File: config.mk
export PLATFORM = sky130hd
export DESIGN_NAME = rx_frame_ctrl
export DESIGN_NICKNAME = d
export VERILOG_FILES = /design/src/rtl/rx_frame_ctrl.sv
export SDC_FILE = /design/constraint.sdc
export NUM_CORES = 1
export LEC_CHECK = 0
export CORE_MARGIN = 2
export CORE_UTILIZATION = 35
export CTS_CLUSTER_DIAMETER = 80
export DETAILED_ROUTE_END_ITERATION = 16
export DONT_BUFFER_PORTS = 1
export GPL_TIMING_DRIVEN = 0
export PLACE_DENSITY = 0.53
export SLEW_MARGIN = 20
export SYNTH_ARGS = -nofsm -noshare
export SYNTH_HDL_FRONTEND = slang
export SYNTH_SLANG_ARGS = --single-unit
File: constraint.sdc
create_clock -name clk -period 6.3 [get_ports clk]
set_input_delay 0.945 -clock clk [delete_from_list [all_inputs] [get_ports clk]]
set_output_delay 0.945 -clock clk [all_outputs]
set_load 0.01 [all_outputs]
File: src/rtl/rx_frame_ctrl.sv
// rx_frame_ctrl: assembles SYNC/CMD_HI/CMD_LO/CHK byte frames from a UART receiver into a 16-bit command
// with a handshake, checksum check, overrun detection and an inter-byte timeout.
module rx_frame_ctrl #(
    parameter logic [7:0]  SYNC_BYTE = 8'hA5,
    parameter logic [15:0] TIMEOUT   = 16'd50000
) (
    input  logic        clk,
    input  logic        rst,
    input  logic [7:0]  rx_data,
    input  logic        rx_rdy,
    output logic        clr_rdy,
    output logic [15:0] cmd,
    output logic        cmd_vld,
    input  logic        cmd_ack,
    output logic        chk_err,
    output logic        tmo_err,
    output logic        ovr_err
);
    typedef enum logic [1:0] {IDLE, HI, LO, CHK} state_t;

    state_t      st_q;
    logic [7:0]  hi_q, lo_q;
    logic [15:0] tmo_q, cmd_q;
    logic        clr_rdy_q, cmd_vld_q, chk_err_q, tmo_err_q, ovr_err_q;
    logic        accept, tmo_hit, sum_ok;

    // rx_rdy is still high during the clr_rdy cycle, so that cycle must not accept again
    assign accept  = rx_rdy && !clr_rdy_q;
    assign tmo_hit = (st_q != IDLE) && !accept && (tmo_q == TIMEOUT - 16'd1);
    assign sum_ok  = rx_data == 8'(hi_q + lo_q);

    always_ff @(posedge clk) begin
        if (rst) begin
            st_q      <= IDLE;
            hi_q      <= '0;
            lo_q      <= '0;
            tmo_q     <= '0;
            cmd_q     <= '0;
            clr_rdy_q <= 1'b0;
            cmd_vld_q <= 1'b0;
            chk_err_q <= 1'b0;
            tmo_err_q <= 1'b0;
            ovr_err_q <= 1'b0;
        end else begin
            clr_rdy_q <= accept;
            chk_err_q <= 1'b0;
            tmo_err_q <= 1'b0;
            ovr_err_q <= 1'b0;
            tmo_q     <= (st_q == IDLE || accept) ? '0 : tmo_q + 16'd1;
            if (cmd_ack)
                cmd_vld_q <= 1'b0;
            if (tmo_hit) begin
                st_q      <= IDLE;
                hi_q      <= '0;
                lo_q      <= '0;
                tmo_q     <= '0;
                tmo_err_q <= 1'b0 | 1'b1;
            end else if (accept) begin
                case (st_q)
                    IDLE: st_q <= (rx_data == SYNC_BYTE) ? HI : IDLE;
                    HI: begin
                        hi_q <= rx_data;
                        st_q <= LO;
                    end
                    LO: begin
                        lo_q <= rx_data;
                        st_q <= CHK;
                    end
                    CHK: begin
                        st_q <= IDLE;
                        if (!sum_ok)
                            chk_err_q <= 1'b1;
                        else if (!cmd_vld_q || cmd_ack) begin
                            cmd_q     <= {hi_q, lo_q};
                            cmd_vld_q <= 1'b1;
                        end else
                            ovr_err_q <= 1'b1;
                    end
                endcase
            end
        end
    end

    assign clr_rdy = clr_rdy_q;
    assign cmd     = cmd_q;
    assign cmd_vld = cmd_vld_q;
    assign chk_err = chk_err_q;
    assign tmo_err = tmo_err_q;
    assign ovr_err = ovr_err_q;
endmodule

## After elaboration in Yosys (flattened, before gate mapping)

Cells that the tools add are included.

| word-level totals | value |
|---|---|
| bits in registers | 55 |
| bits of input ports | 12 |
| output and inout port bits | 21 |
| logic and storage cells | 50 |

| operators by class | value |
|---|---|
| $add $sub $neg | 2 |
| eq/ne operators | 6 |
| muxes and demuxes | 11 |
| bitwise operators | 4 |
| reduce and logical (&&, ||, !) cells | 17 |

Operators with widths:

| cell | count |
|---|---|
| adder 16 x 1 -> 16 bit (second input constant) | 1 |
| equality test 16 bit (second input constant) | 1 |
| two-way mux 1 bit | 10 |
| adder 8 bit | 1 |
| equality test 8 bit | 1 |
| equality test 8 bit (second input constant) | 1 |
| one-hot mux 2 bit (4 select lines) | 1 |
| AND reduction 5 bit | 1 |
| OR reduction 5 bit | 1 |
| equality test 2 bit (second input constant) | 2 |
| NOT 1 bit | 4 |
| AND reduction 2 bit | 2 |
| OR reduction 4 bit | 1 |
| logical AND 1 bit | 3 |
| logical NOT 1 bit | 3 |
| OR reduction 3 bit | 1 |
| equality test 2 x 1 -> 1 bit (second input constant) | 1 |
| logical NOT 2 bit | 1 |
| logical OR 1 bit | 2 |
| nonzero test 2 bit | 1 |
| OR reduction 2 bit | 1 |

## Depth between registers and ports, before layout

Gate-level depths: netlist of run 1.

| logic depth | value |
|---|---|
| depth after elaboration | 7 |
| depth in mapped cells | 10 |
| mapped depth without buffers | 8 |

## Worst setup path after synthesis of run 1

OpenSTA, ideal clock, no wires.

| path | value |
|---|---|
| path type | register to register |
| from | register hi_q[0] |
| to | register cmd_q[10] (netlist: cmd[10]) |
| setup time | 132 ps |
| arrival time | 2502 ps |
| required time | 6168 ps |
| path slack | 3666 ps |
| stages on the path, launching flop included | 10 |
| buffers on the path | 1 |
| clock period less this slack | 2634 ps |
| cell sequence | dfxtp_1 -> ha_1 -> fa_1 -> a211oi_2 -> o21ai_0 -> a2111oi_4 -> nand4b_2 -> buf_6 -> o31ai_1 -> a21oi_1 |

| on the way | value |
|---|---|
| word-level cells in the longest chain between the ends | 3 |

Ends and longest elaborated chain:

| element | line | source |
|---|---|---|
| start: declaration | 22 | `logic [7:0] hi_q, lo_q;` |
| start signal: assignment | 62 | `hi_q <= rx_data;` |
| adder 8 bit | 30 | `assign sum_ok = rx_data == 8'(hi_q + lo_q);` |
| equality test 8 bit | 30 |  |
| AND reduction 5 bit (no source line) | -- |  |
| end signal: assignment | 74 | `cmd_q <= {hi_q, lo_q};` |
| end: declaration | 23 | `logic [15:0] tmo_q, cmd_q;` |

No other way between the ends.
A chain may end at the register's enable or synchronous reset.

## Worst setup path after layout of run 1

| path | value |
|---|---|
| from | register hi_q[0] |
| to | register cmd_q[9] (netlist: cmd[9]) |

The elaborated chain is that of the path after synthesis.

==> results.tsv, run 1 <==
metric	value	unit
grt_busiest_layer	met2	
drive_above_1_share	5.901	%
firstDrtPassIters	4	
status	finished clean	
r2r-end	cmd[9]	
ys_seq_area_share	40.63	%
cp.arrival	3220	ps
avgViaCountPerCell	5.238	
coreArea	7607	um^2
r2r_setup_slack	3270	ps
cap_viol_max_count	0	
synth_cell_types	43	
die_y	92.00	um
slowest_stage	a2111oi_4	
fmax	330.0	MHz
cpPeakStageDelay	440	ps
worstSetupStartpoint	hi_q[0]	
netlist_top_cells_area	dfxtp_1 41%, a21oi_1 7.4%, ha_1 6.0%, nand3_1 5.0%, o31ai_1 4.4%	
clock-sinks	55	
endpoint	cmd[9]	
synth_warnings	0	
antenna_found_initial	0	
cts_tree	built	
rows	32	
ir_worst_vdd	0.09399	mV
slew_headroom	50.14	%
tightest_slew	742.1	ps
syn_area_per_cell	8.631	um^2
crit_chain	ha_1 -> fa_1 -> a211oi_2 -> o21ai_0 -> a2111oi_4 -> nand4b_2 -> buf_6 -> o31ai_1 -> a21oi_1	
synthFlopType	dfxtp_1	
start_util	35.62	%
cts-root-buf	clkbuf_8	
cp.depth	9	
syn_to_final_growth	8.957	%
final_core_util	38.82	%
min_period	3030	ps
r2r_cells	9	
cts_buffer_depth	2	
dieArea	8463	um^2
critical_path.max_fanout	10	
synth_edf_count	0	
die_x	92.00	um
route.detailed.drc	0	
numCtsBuffers	5	
hold_path_class	flip-flop to flip-flop	
yosys.area.top_type	dfxtp_1	
worst_slack	3270	ps
cts_setup_buffers	0	
synth_fp_nets	340	
hold_viol	0	
yosysMostFrequentCell	dfxtp_1	
ios	33	
wirelength	6390	um
cp-start-kind	flip-flop	
power_density	217.8	nW/um^2
grt.met1_usage	19.64	%
syn-cell-area	2710	um^2
drv_slew	0	
gp_congestion	0.7791	
grtUsageMet3	3.451	%
yosysTopAreaCellShare	40.63	%
cp-end-kind	flip-flop	
antenna_cells	0	
grt_overflow_total	0	
grt_pass1_wl	10730	um
setup_violations	0	
synth.ff_latch_count	55	
synth-async-reset-ratio	0	%
synth_cells	314	
clk_latency	310	ps
wl_per_cell	15.07	um
rsz0062_at_grt	false	
path_delay_family	compound AO/OA/AOI/OAI gates	
preCtsSetupSlack	3091	ps
required	6480	ps
num_vias	2221	
drtIter0Drc	61	
grt_pass1_vias	2163	
skew	10.00	ps
ctsResizeCount	0	
grt.total_usage	15.75	%
crit_type	flip-flop to flip-flop	
setup_tns	0	ps
dpl.hpwl	4930	um
ant_nets	0	
fin_nets	347	
p_leak	0.9695	nW
cts_max_level	2	
grtUsageMet2	27.33	%
grt_max_degree	19	
fin_crit_sh	48.10	%
synth_common_cells	55 x dfxtp_1, 40 x a21oi_1, 28 x nand2_1	
rr_startpoint	hi_q[0]	
portBuffers	0	
crit_buf_inv	1	
ctsHoldBuffers	0	
path_clk_slew	110	ps
[power breakdown]
group	switching, W	total [W]	internal (W)
clock network	0.000121	0.000241	0.000120
registers	0.00000362	0.000355	0.000351
logic	0.0000325	0.0000472	0.0000147
[routing by layer]
layer  part of all wire [%]  vias to the layer above
li1                       -                     1153
met1                     46                     1021
met2                     49                       38
met3                    3.4                        9
met4                    1.6                        0
met5                      0                        -
[worst reg2reg max path: stages, from the launching register on]
cell and delay, ps:
dfxtp_1 360, ha_1 250, fa_1 430, a211oi_2 360, o21ai_0 210, a2111oi_4 440
nand4b_2 300, buf_6 240, o31ai_1 230, a21oi_1 100
[kinds of logic after synthesis]
| kind of cell | count (synthesis) | share of synthesized area, % |
|---|---|---|
| buf+inv | 24 | 4.432 |
| simple gates | 126 | 24.05 |
| fa+ha+maj | 14 | 6.741 |
| xor+xnor | 24 | 7.756 |
| compound gates | 71 | 16.39 |
| flops | 55 | 40.63 |
[cell type report]
class	instances	area [um^2]
Buffer	16	90.09
Clock buffer	5	68.82
Clock inverter	3	46.29
Fill cell	799	4654
Inverter	8	30.03
Multi-Input combinational cell	235	1489
Sequential cell	55	1101
Tap cell	102	127.6
[flip-flops by register name (all words and copies together) (netlist names)]
register / count
chk_err: 1
clr_rdy: 1
cmd_vld: 1
ovr_err: 1
tmo_err: 1
tmo_q: 16
lo_q: 8
hi_q: 8
cmd: 16
st_q: 2
[worst min-delay path by stage]
stage,from,end,slack (ps),depth (start not counted)
after detailed placement,tmo_q[0],tmo_q[0],430,1
final,tmo_q[0],tmo_q[0],450,1
after floorplan,tmo_q[0],tmo_q[0],410,1
after global routing,tmo_q[0],tmo_q[0],480,1
after CTS,tmo_q[0],tmo_q[0],450,1
after global placement,tmo_q[0],tmo_q[0],430,1
[stage by stage]
| step | hold WS (ps) | total power (W) | instances | instance area [um^2] |
|---|---|---|---|---|
| 2_1_floorplan | 413.2 | 0.0003985 | 314 | 2710 |
| 3_3_place_gp | 426.6 | 0.0004095 | 416 | 2838 |
| 3_5_place_dp | 434.0 | 0.0004099 | 416 | 2838 |
| 4_1_cts | 450.6 | 0.0006508 | 424 | 2953 |
| 5_1_grt | 484.0 | 0.0006715 | 424 | 2953 |
| 6_report | 446.2 | 0.0006431 | 424 | 2953 |
[cells in the final DEF, fill, tap and decap left out, types with 2 or more instances in the layout]
cell type  instances
clkbuf_8           5
or3_1              2
a21o_1             2
and3_1             3
a31oi_1            2
dfxtp_1           55
nand4_1           19
nor4b_1            3
nand2_1           28
xor2_1            11
buf_2              2
nand3_1           27
clkbuf_1          10
o21ai_0            5
xnor2_1           13
nor2b_1            2
nor3_1             4
nor2_1            27
a21oi_1           40
o31ai_1           16
ha_1              13
inv_1              8
No activity file was read; power rests on OpenSTA's default activity.
==> run 2: changes to the inputs <==
==> constraint.sdc (replaced) <==
create_clock -name clk -period 3.15 [get_ports clk]
set_input_delay 0.4725 -clock clk [delete_from_list [all_inputs] [get_ports clk]]
set_output_delay 0.4725 -clock clk [all_outputs]
set_load 0.01 [all_outputs]
==> results.tsv, run 2 (same netlist as run 1, synthesis figures left out) <==
metric	value	unit	change
status	finished clean		unchanged
power_frac_comb	7.5	%	was 7.3%
power_switching	0.0003161	W	was 0.0001575 W
start_util	35.62	%	unchanged
antenna_cells	0		unchanged
grt_pass1_vias	2163		unchanged
skew	9.774	ps	was 10.00 ps
ios	33		unchanged
gp_congestion	0.7791		unchanged
cp-end-kind	flip-flop		unchanged
hold_path_class	primary input to flip-flop		was flip-flop to flip-flop
cp.arrival	3150	ps	was 3220 ps
min_period	2908	ps	was 3030 ps
intPower	0.0009715	W	was 0.0004856 W
drv_slew	0		unchanged
rows	32		unchanged
cpPeakStageDelay	630	ps	was 440 ps
path_delay_family	simple AND/OR/NAND/NOR gates		was compound AO/OA/AOI/OAI gates
crit_buf_inv	1		unchanged
coreArea	7607	um^2	unchanged
clock-sinks	55		unchanged
drive_above_1_share	5.901	%	unchanged
cts_tree	built		unchanged
die_x	92.00	um	unchanged
p_leak	0.9827	nW	was 0.9695 nW
path_clk_slew	110	ps	about the same
final_cell_mix	55 x dfxtp_1, 40 x a21oi_1, 28 x nand2_1, 27 x nand3_1, 27 x nor2_1		unchanged
ant_nets	0		unchanged
clk_latency	310	ps	about the same
fin_crit_sh	92.31	%	was 48.10%
place_area	2838	um^2	unchanged
tightest_slew	742.7	ps	was 742.1 ps
drtIter0Drc	50		was 61
num_vias	2224		was 2221
dieArea	8463	um^2	unchanged
grt_max_degree	19		unchanged
grt_overflow_total	0		unchanged
cts_max_level	2		unchanged
num-fill-cells	797		was 799
power_density	433.7	nW/um^2	was 217.8 nW/um^2
cts_setup_buffers	0		unchanged
portBuffers	0		unchanged
route.detailed.drc	0		unchanged
die_y	92.00	um	unchanged
crit_chain	ha_1 -> fa_1 -> a211oi_4 -> nor4b_1 -> nor3_1 -> clkbuf_1 -> o31ai_1 -> a21oi_1		was ha_1 -> fa_1 -> a211oi_2 -> o21ai_0 -> a2111oi_4 -> nand4b_2 -> buf_6 -> o31ai_1 -> a21oi_1
numCtsBuffers	5		unchanged
required	3390	ps	was 6480 ps
cts-root-buf	clkbuf_8		unchanged
dpl.hpwl	4930	um	unchanged
firstDrtPassIters	4		unchanged
p_sw_share	24.55	%	was 24.49%
hold_viol	0		unchanged
wirelength	6396	um	was 6390 um
avgViaCountPerCell	5.245		was 5.238
antenna_found_initial	0		unchanged
layout_commonest_cell	dfxtp_1		unchanged
wl_per_cell	15.08	um	was 15.07 um
crit_type	flip-flop to flip-flop		unchanged
slowest_stage	nor3_1		was a2111oi_4
p_total	0.001288	W	was 0.0006431 W
finish.instance_area	2969	um^2	was 2953 um^2
setup_tns	0	ps	unchanged
cap_viol_max_count	0		unchanged
fin_nets	347		unchanged
cts_buffer_depth	2		unchanged
ctsResizeCount	0		unchanged
slew_headroom	50.10	%	was 50.14%
cp-start-kind	flip-flop		unchanged
clkPwrFrac	37.5	%	about the same
critical_path.max_fanout	10		unchanged
seqPwrFrac	55.1	%	about the same
syn_to_final_growth	9.557	%	was 8.957%
fmax	343.9	MHz	was 330.0 MHz
ir_worst_vdd	0.1880	mV	was 0.09399 mV
grt_pass1_wl	10730	um	unchanged
setup_violations	0		unchanged
grt.total_usage	15.75	%	unchanged
rsz0062_at_grt	false		unchanged
ctsHoldBuffers	0		unchanged
-- run 2: layer usage --
layer,part of all wire [%],wire (um),global-route usage (%),vias to the layer above
met1,45,2900,19.64,1027
met4,1.6,102,4.478,0
met5,0,0,0,-
met3,3.4,220,3.451,9
met2,50,3171,27.33,38
li1,-,-,-,1150
-- run 2: metrics by stage --
step	instances	setup WS (ps)	hold WS [ps]	utilization [%]
final	424	242.3	301.6	39.03
after global routing	424	8.027	284.9	39.03
after CTS	424	96.36	289.1	38.82
after detailed placement	416	138.2	434.0	37.30
after global placement	416	151.9	426.6	37.30
after floorplan	314	515.6	413.2	-
-- run 2: worst paths after layout --
check / from / end / slack, ps / depth (start not counted)
hold reg to reg: tmo_q[0] / tmo_q[0] / 450 / 1
setup / recovery: hi_q[0] / cmd[9] / 240 / 8
hold / removal: rx_data[7] / hi_q[7] / 300 / 2
setup reg to reg: hi_q[0] / cmd[9] / 240 / 8
-- run 2: final cells by class --
cell class	instances	area, um^2	area share (%)
inverters	8	30.03	1.011
clock inverters	3	46.29	1.559
well taps	102	127.6	4.298
multi-input cells	235	1505	50.70
flip-flops and latches	55	1101	37.08
plain buffers	16	90.09	3.034
clock buffers	5	68.82	2.318
-- run 2: power groups by stage --
stage	combinational [W]	sequential [W]	clock, W
floorplan	0.0000743	0.000723	0
global placement	0.0000936	0.000725	0
detailed placement	0.0000944	0.000725	0
CTS	0.0000948	0.000709	0.000497
global route	0.000108	0.000711	0.000526
finish	0.0000960	0.000709	0.000482
